[src/rtl/ee457_dma_pkg.sv]
// Shared definitions for the ee457 data-memory block-copy engine:
// FSM state encoding and default bus widths.
package ee457_dma_pkg;

  localparam int ADDR_SIZE_DEF = 8;
  localparam int DATA_SIZE_DEF = 32;

  typedef enum logic [1:0] {
    IDLE  = 2'd0,
    READ  = 2'd1,
    WRITE = 2'd2,
    DONE  = 2'd3
  } dma_state_t;

endpackage

[src/rtl/ee457_mem_dma.sv]
// Block-copy bus master for the 256x32 data memory: copies len words src->dst
// in ascending order, one read/write pair per word, and sums the copied words.
module ee457_mem_dma
  import ee457_dma_pkg::*;
#(
  parameter int ADDR_SIZE = ADDR_SIZE_DEF,
  parameter int DATA_SIZE = DATA_SIZE_DEF,
  parameter int LEN_SIZE  = ADDR_SIZE + 1
) (
  input  logic                 clk,
  input  logic                 rst_n,
  input  logic                 start,
  input  logic [ADDR_SIZE-1:0] src,
  input  logic [ADDR_SIZE-1:0] dst,
  input  logic [LEN_SIZE-1:0]  len,
  output logic                 busy,
  output logic                 done,
  output logic [DATA_SIZE-1:0] checksum,
  output logic [ADDR_SIZE-1:0] addr,
  output logic [DATA_SIZE-1:0] wdata,
  output logic                 memread,
  output logic                 memwrite,
  input  logic [DATA_SIZE-1:0] rdata
);

  dma_state_t           state, nxt_state;
  logic [ADDR_SIZE-1:0] src_q, dst_q, nxt_src, nxt_dst;
  logic [LEN_SIZE-1:0]  len_q, nxt_len;
  logic [LEN_SIZE-1:0]  idx, nxt_idx;
  logic [DATA_SIZE-1:0] nxt_checksum, nxt_wdata;
  logic [ADDR_SIZE-1:0] nxt_addr;
  logic                 nxt_busy, nxt_done, nxt_memread, nxt_memwrite;

  // All outputs are registered: the comb block computes the values they take
  // in the next state, so addr/memread are stable for the whole cycle.
  always_comb begin
    // NOTE: every comb output gets a default first so no path infers a latch.
    nxt_state    = state;
    nxt_src      = src_q;
    nxt_dst      = dst_q;
    nxt_len      = len_q;
    nxt_idx      = idx;
    nxt_checksum = checksum;
    nxt_busy     = 1'b0;
    nxt_done     = 1'b0;
    nxt_memread  = 1'b0;
    nxt_memwrite = 1'b0;
    nxt_addr     = '0;
    nxt_wdata    = '0;

    case (state)
      IDLE: begin
        if (start) begin
          nxt_src      = src;
          nxt_dst      = dst;
          nxt_len      = len;
          nxt_idx      = '0;
          nxt_checksum = '0;
          if (len == '0) begin
            nxt_state = DONE;
            nxt_done  = 1'b1;
          end else begin
            nxt_state   = READ;
            nxt_busy    = 1'b1;
            nxt_memread = 1'b1;
            nxt_addr    = src;
          end
        end
      end

      READ: begin
        // rdata is only valid here, while memread is high; it becomes the
        // write buffer and feeds the accumulator.
        nxt_checksum = checksum + rdata;
        nxt_state    = WRITE;
        nxt_busy     = 1'b1;
        nxt_memwrite = 1'b1;
        nxt_addr     = dst_q + idx[ADDR_SIZE-1:0];
        nxt_wdata    = rdata;
      end

      WRITE: begin
        nxt_idx = idx + 1'b1;
        if (nxt_idx == len_q) begin
          nxt_state = DONE;
          nxt_done  = 1'b1;
        end else begin
          nxt_state   = READ;
          nxt_busy    = 1'b1;
          nxt_memread = 1'b1;
          nxt_addr    = src_q + nxt_idx[ADDR_SIZE-1:0];
        end
      end

      DONE: begin
        nxt_state = IDLE;
      end

      default: begin
        nxt_state = IDLE;
      end
    endcase
  end

  always_ff @(posedge clk or negedge rst_n) begin
    if (!rst_n) begin
      state    <= IDLE;
      src_q    <= '0;
      dst_q    <= '0;
      len_q    <= '0;
      idx      <= '0;
      checksum <= '0;
      busy     <= 1'b0;
      done     <= 1'b0;
      memread  <= 1'b0;
      memwrite <= 1'b0;
      addr     <= '0;
      wdata    <= '0;
    end else begin
      // NOTE: non-blocking assignments so every register samples pre-edge values.
      state    <= nxt_state;
      src_q    <= nxt_src;
      dst_q    <= nxt_dst;
      len_q    <= nxt_len;
      idx      <= nxt_idx;
      checksum <= nxt_checksum;
      busy     <= nxt_busy;
      done     <= nxt_done;
      memread  <= nxt_memread;
      memwrite <= nxt_memwrite;
      addr     <= nxt_addr;
      wdata    <= nxt_wdata;
    end
  end

endmodule
[config.mk]
export PLATFORM = sky130hd
export DESIGN_NAME = ee457_mem_dma
export DESIGN_NICKNAME = d
export VERILOG_FILES = /design/src/rtl/ee457_dma_pkg.sv /design/src/rtl/ee457_mem_dma.sv
export SDC_FILE = /design/constraint.sdc
export NUM_CORES = 1
export LEC_CHECK = 0
export CORE_MARGIN = 1.5
export CORE_UTILIZATION = 56
export CTS_BUF_LIST = sky130_fd_sc_hd__clkbuf_4 sky130_fd_sc_hd__clkbuf_8 sky130_fd_sc_hd__clkbuf_16
export DETAILED_ROUTE_END_ITERATION = 10
export GPL_ROUTABILITY_DRIVEN = 0
export MAX_ROUTING_LAYER = met4
export PLACE_DENSITY = 0.87
export SETUP_SLACK_MARGIN = 0.4
export SYNTH_ARGS = -nofsm -noshare
export SYNTH_HDL_FRONTEND = slang
export SYNTH_SLANG_ARGS = --single-unit
[constraint.sdc]
create_clock -name clk -period 4.91 [get_ports clk]
set_input_delay 0.491 -clock clk [delete_from_list [all_inputs] [get_ports clk]]
set_output_delay 0.491 -clock clk [all_outputs]
set_load 0.03 [all_outputs]
Word level (Yosys, flattened, before mapping)
Cells that the tools add are included.
{"block": "totals", "register_bits": 112, "inputBits": 60, "output_inout_bits": 76, "word_cells": 51}
{"block": "op_classes", "add_sub_neg": 4, "n_eq_ne": 5, "n_mux": 23, "reduce_logical": 7}
{"cell": "32-bit 2-to-1 mux", "count": 2}
{"cell": "32-bit case mux with 2 select lines", "count": 1}
{"cell": "32-bit adder", "count": 1}
{"cell": "8-bit 2-to-1 mux", "count": 3}
{"cell": "8-bit case mux with 3 select lines", "count": 1}
{"cell": "9-bit case mux with 2 select lines", "count": 1}
{"cell": "8-bit adder", "count": 2}
{"cell": "9-bit by 1-bit adder with 9-bit output, second input constant", "count": 1}
{"cell": "9-bit equality test", "count": 1}
{"cell": "9-bit zero test", "count": 1}
{"cell": "9-bit 2-to-1 mux", "count": 1}
{"cell": "2-bit case mux with 4 select lines", "count": 1}
{"cell": "1-bit 2-to-1 mux", "count": 7}
{"cell": "2-bit 2-to-1 mux", "count": 3}
{"cell": "2-bit AND reduction", "count": 3}
{"cell": "2-bit equality test, second input constant", "count": 2}
{"cell": "1-bit case mux with 2 select lines", "count": 2}
{"cell": "2-bit nonzero test", "count": 2}
{"cell": "1-bit case mux with 3 select lines", "count": 1}
{"cell": "2-bit by 1-bit equality test with 1-bit output, second input constant", "count": 1}
{"cell": "2-bit zero test", "count": 1}
{"cell": "2-bit != test, second input constant", "count": 1}

Logic depth before layout (Yosys ltp)
Gate-level depths: netlist (run 1).
{"block": "depth", "word_depth": 4, "ltp_mapped": 11, "ltp_nobuf": 11}

Worst setup path after synthesis (run 1)
No wires, ideal clock.
{"block": "synth_path", "kind": "flip-flop to flip-flop", "from": "reg checksum[0]", "to": "reg checksum[28]", "setup_ps": 69, "t_arrival_ps": 2798, "t_required_ps": 4841, "path_slack_ps": 2043, "path_stages_with_launch": 12, "path_cell_list": "dfrtp_1 -> ha_1 -> fa_1 -> a21oi_1 -> o211ai_1 -> nand2_1 -> o2111ai_2 -> a41oi_2 -> nand3b_1 -> o221ai_1 -> or4_1 -> nand3_1"}
{"block": "synth_between", "elab_chain_len": 2}
{"element": "from (decl)", "line": "ee457_mem_dma.sv:18", "rtl": "output logic [DATA_SIZE-1:0] checksum,"}
{"element": "from (signal assigned)", "line": "ee457_mem_dma.sv:126", "rtl": "checksum <= nxt_checksum;"}
{"element": "32-bit adder", "line": "ee457_mem_dma.sv:74", "rtl": "nxt_checksum = checksum + rdata;"}
{"element": "32-bit case mux with 2 select lines", "line": "ee457_mem_dma.sv:51", "rtl": "case (state)"}
Every way passes these cells.
A chain may end at the register's enable or synchronous reset.

Worst setup path after layout (run 1)
{"block": "layout_path", "from": "reg idx[0]", "to": "reg addr[7]"}
{"block": "layout_between", "elab_chain_len": 4}
{"element": "from (decl)", "line": "ee457_mem_dma.sv:29", "rtl": "logic [LEN_SIZE-1:0] idx, nxt_idx;"}
{"element": "from (signal assigned)", "line": "ee457_mem_dma.sv:125", "rtl": "idx <= nxt_idx;"}
{"element": "9-bit by 1-bit adder with 9-bit output", "line": "ee457_mem_dma.sv:83", "rtl": "nxt_idx = idx + 1'b1;"}
{"element": "8-bit adder / 9-bit equality test (equally long branches)", "line": "ee457_mem_dma.sv:91, ee457_mem_dma.sv:84"}
{"element": "8-bit 2-to-1 mux", "line": "ee457_mem_dma.sv:84", "rtl": "if (nxt_idx == len_q) begin"}
{"element": "8-bit case mux with 3 select lines *", "line": "ee457_mem_dma.sv:51"}
{"element": "named net nxt_addr[7]", "line": "ee457_mem_dma.sv:31", "rtl": "logic [ADDR_SIZE-1:0] nxt_addr;"}
{"element": "to (signal assigned)", "line": "ee457_mem_dma.sv:131", "rtl": "addr <= nxt_addr;"}
{"element": "to (decl)", "line": "ee457_mem_dma.sv:19", "rtl": "output logic [ADDR_SIZE-1:0] addr,"}
The timed path passes the listed nets; every way through them passes the cells marked *.

==> impl_metrics.ini, run 1 <==
[run_status]
status = finished, final reports clean

[cells_and_area]
nets = 914
syn_to_final_growth_pct = 26.3
nFillCells = 832
post-route-util = 0.720
layoutNonFillerInstCount = 951
layout-drive-gt1-share = 0.0483
seqCellArea_um2 = 2800
n_antenna_cell = 0
multi_input_area_um2 = 3470

[critical_path]
reg2reg_from = idx[0]
rrSetupSlack_ps = 1720
endpoint_kind = flop
crit_path_max_fanout = 7
arrival_ps = 3420
cp-startpoint = idx[0]
crit_type = flop to flop
required_ps = 5140
worstSetupStartpointType = flop

[synth]
syn_nets = 798
synth_edf_count = 0
avgSynthCellArea_um2 = 9.38
synth.distinct_cells = 61
yosys_warnings = 0
syn-cell-area_um2 = 6460
synthFlopType = dfrtp_1
synth_async_sr_flop_share = 1.00
synth-seq-cells = 112
seq_area_frac_synth = 0.434
syn_inst = 688

[sta]
finalCriticalPeriod_ps = 3190
max-slew-margin-rel = 0.242
finalHoldViolCount = 0
finalMaxSlewViolations = 0
rsz0062_at_grt = false
period_share = 0.649
skew_ps = 8.17
worst_slack_ps = 1720
setup_tns_ps = 0
worst_pin_slew_ps = 1140
setup_violations = 0
fmax_mhz = 314

[clock_network]
clock-root-buffer = clkbuf_16
cts_tree = yes
post_cts_buffers = 0
cts_hold_buffers = 0
clk_pin_slew_worst_paths_ps = 70
clock_path_buffers = 2
cts_buffers = 9
ctsResizeCount = 0
insertion_delay_ps = 350
htreeDepth = 3
cts_sinks = 112

[run]
cap_violations = 0

[min_path]
hold_path_class = input port to asynchronous set/reset pin

[floorplanning]
io_pins = 136
core-area_um2 = 11300
fp.dieW_um = 110
die-area_um2 = 12200
die_y_um = 110
fp-row-count = 39
start_util = 0.570

[power_and_ir_drop]
p_leak_nw = 3.80
irDropWorstVdd_mv = 0.444
powerDensity_nw_per_um2 = 639

[grt]
grt_pass1_wl_mm = 26.9
antenna_found_initial = 0
grt_pass1_vias = 5751
grt.total_usage = 0.298
grt.overflow.total = 0
grt_start_max_net_pins = 65

[route]
vias = 5605
drt_wl_total_mm = 16.5
routedWlPerCell_um = 17.3
antenna_left = 0
drtIter0Drc = 344
first_pass_iters = 5
vias_per_cell = 5.89
route.detailed.drc = 0

[placed_design]
portBuffers = 135
place_inst = 936
dp_hpwl_mm = 11.9
post-place-ws_ps = 1430
critical path: stages (launching register included):
cell	delay (ps)
dfrtp_1	500
ha_1	330
and3_2	270
xor2_1	440
ha_1	350
a21oi_1	140
o21ai_0	160
a21o_1	210
a21oi_1	240
xnor2_1	110
o31ai_1	310
final timing paths:
check	end	cells past startpoint
setup / recovery	addr[7]	10
hold / removal	len_q[1]	1
setup reg to reg	addr[7]	10
hold reg to reg	checksum[31]	1
max in group asynchronous	wdata[29]	2
min in group clk	checksum[31]	1
flip-flops by register name, summed over array words and instances, names as in the netlist, 2 cells and up:
signal	cells
dst_q	8
idx	9
wdata	32
addr	8
state	2
src_q	8
checksum	32
len_q	9
Yosys cell counts (all sizes together), types with 7 or more instances:
master,count,area share
o21ai,67,0.053
and3,7,0.0079
and2,34,0.033
xnor2,25,0.034
ha,47,0.091
xor2,31,0.042
nand4,8,0.0078
nand3,43,0.034
a21o,20,0.023
buf,11,0.0093
nand2,113,0.066
dfrtp,112,0.43
clkbuf,22,0.013
nor2,18,0.010
a21oi,41,0.034
inv,13,0.0076
power by group:
group	switching [mW]	internal (mW)
Clock	0.326	0.381
Sequential	0.244	1.27
Combinational	1.79	1.20
Total	2.36	2.85
logic make-up (layout without fill, tap and decap cells):
family,count (synthesis),in the layout,share of synthesized area
AND/OR/NAND/NOR,245,245,0.183
AO/OA/AOI/OAI,177,177,0.173
flip-flops,112,112,0.434
XOR/XNOR,56,56,0.0760
adder cells (fa/ha/maj),50,50,0.100
buffers and inverters,46,166,0.0297
multiplexers,2,2,0.00310
per-layer routing:
metal / wire, µm / global-route usage
met1: 6610 / 0.341
met2: 8130 / 0.487
met3: 1220 / 0.0858
met4: 496 / 0.131
met5: 0 / -
area by class of cell:
| cell class | instances | share of cell area |
|---|---|---|
| timing repair buffer | 138 | 0.168 |
| multi-input combinational | 530 | 0.425 |
| inverter | 13 | 0.00599 |
| sequential | 112 | 0.344 |
| tap | 143 | 0.0219 |
| clock buffer | 13 | 0.0328 |
| clock inverter | 2 | 0.00184 |
metrics by stage:
stage | area [µm²] | total power, mW | hold WS, ps
global route | 8150 | 5.56 | 267
detailed placement | 7870 | 4.47 | 473
CTS | 8150 | 5.20 | 240
floorplan | 6460 | 3.52 | 195
global placement | 7870 | 4.34 | 466
finish | 8150 | 5.21 | 197
cell usage in the layout (no fill, tap or decap), types with 4 or more instances in the layout:
master and instances:
a211oi_1 5, a21o_1 20, a21oi_1 38, a22oi_1 4, and2_1 34, and3_1 4
buf_4 4, clkbuf_16 9, clkdlybuf4s50_1 134, dfrtp_1 112, ha_1 47, inv_1 13
nand2_1 111, nand2b_1 5, nand3_1 42, nand4_1 8, nor2_1 18, nor2b_1 4
o211ai_1 4, o21a_1 4, o21ai_0 59, o21ai_1 6, o21bai_1 5, o31ai_1 5
xnor2_1 25, xor2_1 31
Power figures use the tool's default switching activity.
==> inputs of run 2 (changes only) <==
--- a/config.mk
+++ b/config.mk
@@ -6,12 +6,12 @@
 export NUM_CORES = 1
 export LEC_CHECK = 0
 export CORE_MARGIN = 1.5
-export CORE_UTILIZATION = 56
+export CORE_UTILIZATION = 47
 export CTS_BUF_LIST = sky130_fd_sc_hd__clkbuf_4 sky130_fd_sc_hd__clkbuf_8 sky130_fd_sc_hd__clkbuf_16
 export DETAILED_ROUTE_END_ITERATION = 10
 export GPL_ROUTABILITY_DRIVEN = 0
 export MAX_ROUTING_LAYER = met4
-export PLACE_DENSITY = 0.87
+export PLACE_DENSITY = 0.77
 export SETUP_SLACK_MARGIN = 0.4
 export SYNTH_ARGS = -nofsm -noshare
 export SYNTH_HDL_FRONTEND = slang
==> constraint.sdc (replaced) <==
create_clock -name clk -period 2.9 [get_ports clk]
set_input_delay 0.29 -clock clk [delete_from_list [all_inputs] [get_ports clk]]
set_output_delay 0.29 -clock clk [all_outputs]
set_load 0.03 [all_outputs]
==> run 2 against run 1 <==
Count of clock-buffer cells in the layout did not move. Largest cell class unchanged. Die area rose by 19%. Global-route usage fell by 4.3 points. Combinational power rose by 93%. Sequential share of layout area fell by 2.9 points. Total power rose by 86%. Via count rose by 3.7%. Core utilization fell by 4.9 points. Final cell count rose by 8.3%.
==> impl_metrics.ini, run 2 (same netlist as run 1, synthesis figures left out) <==
[grt]
grt.met3_usage = 0.0561
grt_pass1_vias = 5966
grt.busiest_layer = met2
grt.overflow.total = 0
grt_use_met1 = 0.310
use_met2 = 0.420
antenna_found_initial = 1
grt_start_max_net_pins = 64
grt.total_usage = 0.255
grt_pass1_wl_mm = 28.4

[run]
cap_violations = 0

[clock_network]
clk_pin_slew_worst_paths_ps = 70
htreeDepth = 3
cts_tree = yes
cts_hold_buffers = 0
insertion_delay_ps = 360
clock_path_buffers = 2
clock-root-buffer = clkbuf_16
cts_buffers = 9
cts_sinks = 112

[power_and_ir_drop]
irDropWorstVdd_mv = 0.736
p_leak_nw = 4.08
powerDensity_nw_per_um2 = 1080

[cells_and_area]
syn_to_final_growth_pct = 38.7
mostFrequentLayoutCell = clkdlybuf4s50_1
largest_registers = checksum: 32 flops, wdata: 32 flops
layout-drive-gt1-share = 0.161
nets = 958
fin_area_um2 = 8960
layout_common_cells = clkdlybuf4s50_1, nand2_1, dfrtp_1

[critical_path]
cp_slowest_cell = dfrtp_2
rrSetupSlack_ps = 350
required_ps = 3190
reg2reg_to = checksum[28]
cp_slowest_stage_delay_ps = 420
endpoint_kind = flop
worstSetupStartpointType = flop
crit_path_max_fanout = 2
reg2reg_from = checksum[0]
path_cells = ha_4 > fa_2 > a21oi_2 > o211ai_1 > nand2_1 > o2111ai_2 > a41oi_2 > nand3b_1 > o221ai_2 > or4_1 > nand3_1
arrival_ps = 2850
crit_type = flop to flop
ff2ff_path_depth = 11

[route]
first_pass_iters = 5
drtIter0Drc = 329
drt_wl_total_mm = 17.8
routedWlPerCell_um = 17.3
antenna_left = 0
vias = 5812
vias_per_cell = 5.64
route.detailed.drc = 0

[sta]
finalMaxSlewViolations = 0
max-slew-margin-rel = 0.452
setup_tns_ps = 0
rsz0062_at_grt = true
finalCriticalPeriod_ps = 2550
fmax_mhz = 392
setup_violations = 0
period_share = 0.880
skew_ps = 4.52
worst_slack_ps = 347
finalHoldViolCount = 0
worst_pin_slew_ps = 822

[min_path]
hold_path_class = input port to asynchronous set/reset pin

[placed_design]
post-place-ws_ps = -12.8
postPlaceCellArea_um2 = 8250
portBuffers = 135
dp_hpwl_mm = 12.4

[floorplanning]
start_util = 0.484
core-area_um2 = 13300
io_pins = 136
fp-row-count = 42
fp.dieW_um = 120
die_y_um = 120
die-area_um2 = 14400

[run_status]
status = finished, final reports clean
run 2: repair_timing:
action | CTS | global route
hold endpoints to repair | 0 | 0
setup endpoints to repair | 13 | 21
setup buffers | 4 | 11
gates cloned | 0 | 0
gates resized for setup | 17 | 35
pin swaps | 7 | 15
run 2: per-stage QoR:
stage               std cells  utilization  hold slack, ps  power [mW]
finish                   1030        0.671            13.8        9.67
global route             1030        0.671            88.5        10.3
CTS                      1018        0.651            54.7        9.37
detailed placement        998        0.618             438        7.89
global placement          998        0.618             436        7.71
floorplan                 688            -           -5.59        6.08
run 2: how the worst max path moves through the flow:
stage	from	end	slack (ps)	depth (start not counted)
floorplan	checksum[0]	checksum[28]	320	11
global placement	rdata[0]	checksum[28]	20	12
detailed placement	rdata[9]	checksum[31]	-10	11
CTS	checksum[0]	checksum[28]	340	11
global route	checksum[0]	checksum[28]	250	11
finish	checksum[0]	checksum[28]	350	11
run 2: critical path: cells and delay by family (launching register included):
family | cells | cell delay [ps]
AOI/OAI and AO/OA | 5 | 730
and+or+nand+nor | 4 | 810
DFF | 1 | 420
adders and majority gates | 2 | 520
run 2: metal layers:
| layer | share of wire | vias to the layer above |
|---|---|---|
| li1 | - | 2720 |
| met1 | 0.41 | 2838 |
| met2 | 0.50 | 206 |
| met3 | 0.060 | 48 |
| met4 | 0.028 | 0 |
| met5 | 0 | - |
run 2: area by class of cell:
| cell class | instances | area [µm²] |
|---|---|---|
| Clock inverter | 3 | 40.0 |
| Fill cell | 1021 | 4390 |
| Inverter | 13 | 48.8 |
| Sequential cell | 112 | 2820 |
| Tap cell | 176 | 220 |
| Multi-Input combinational cell | 530 | 3860 |
| Timing Repair Buffer | 182 | 1700 |
| Antenna cell | 1 | 2.50 |
| Clock buffer | 13 | 268 |
run 2: report_power, final:
group | internal, mW | switching, mW
combinational | 2.52 | 3.25
clock | 0.735 | 0.567
sequential | 2.16 | 0.442
total | 5.41 | 4.26
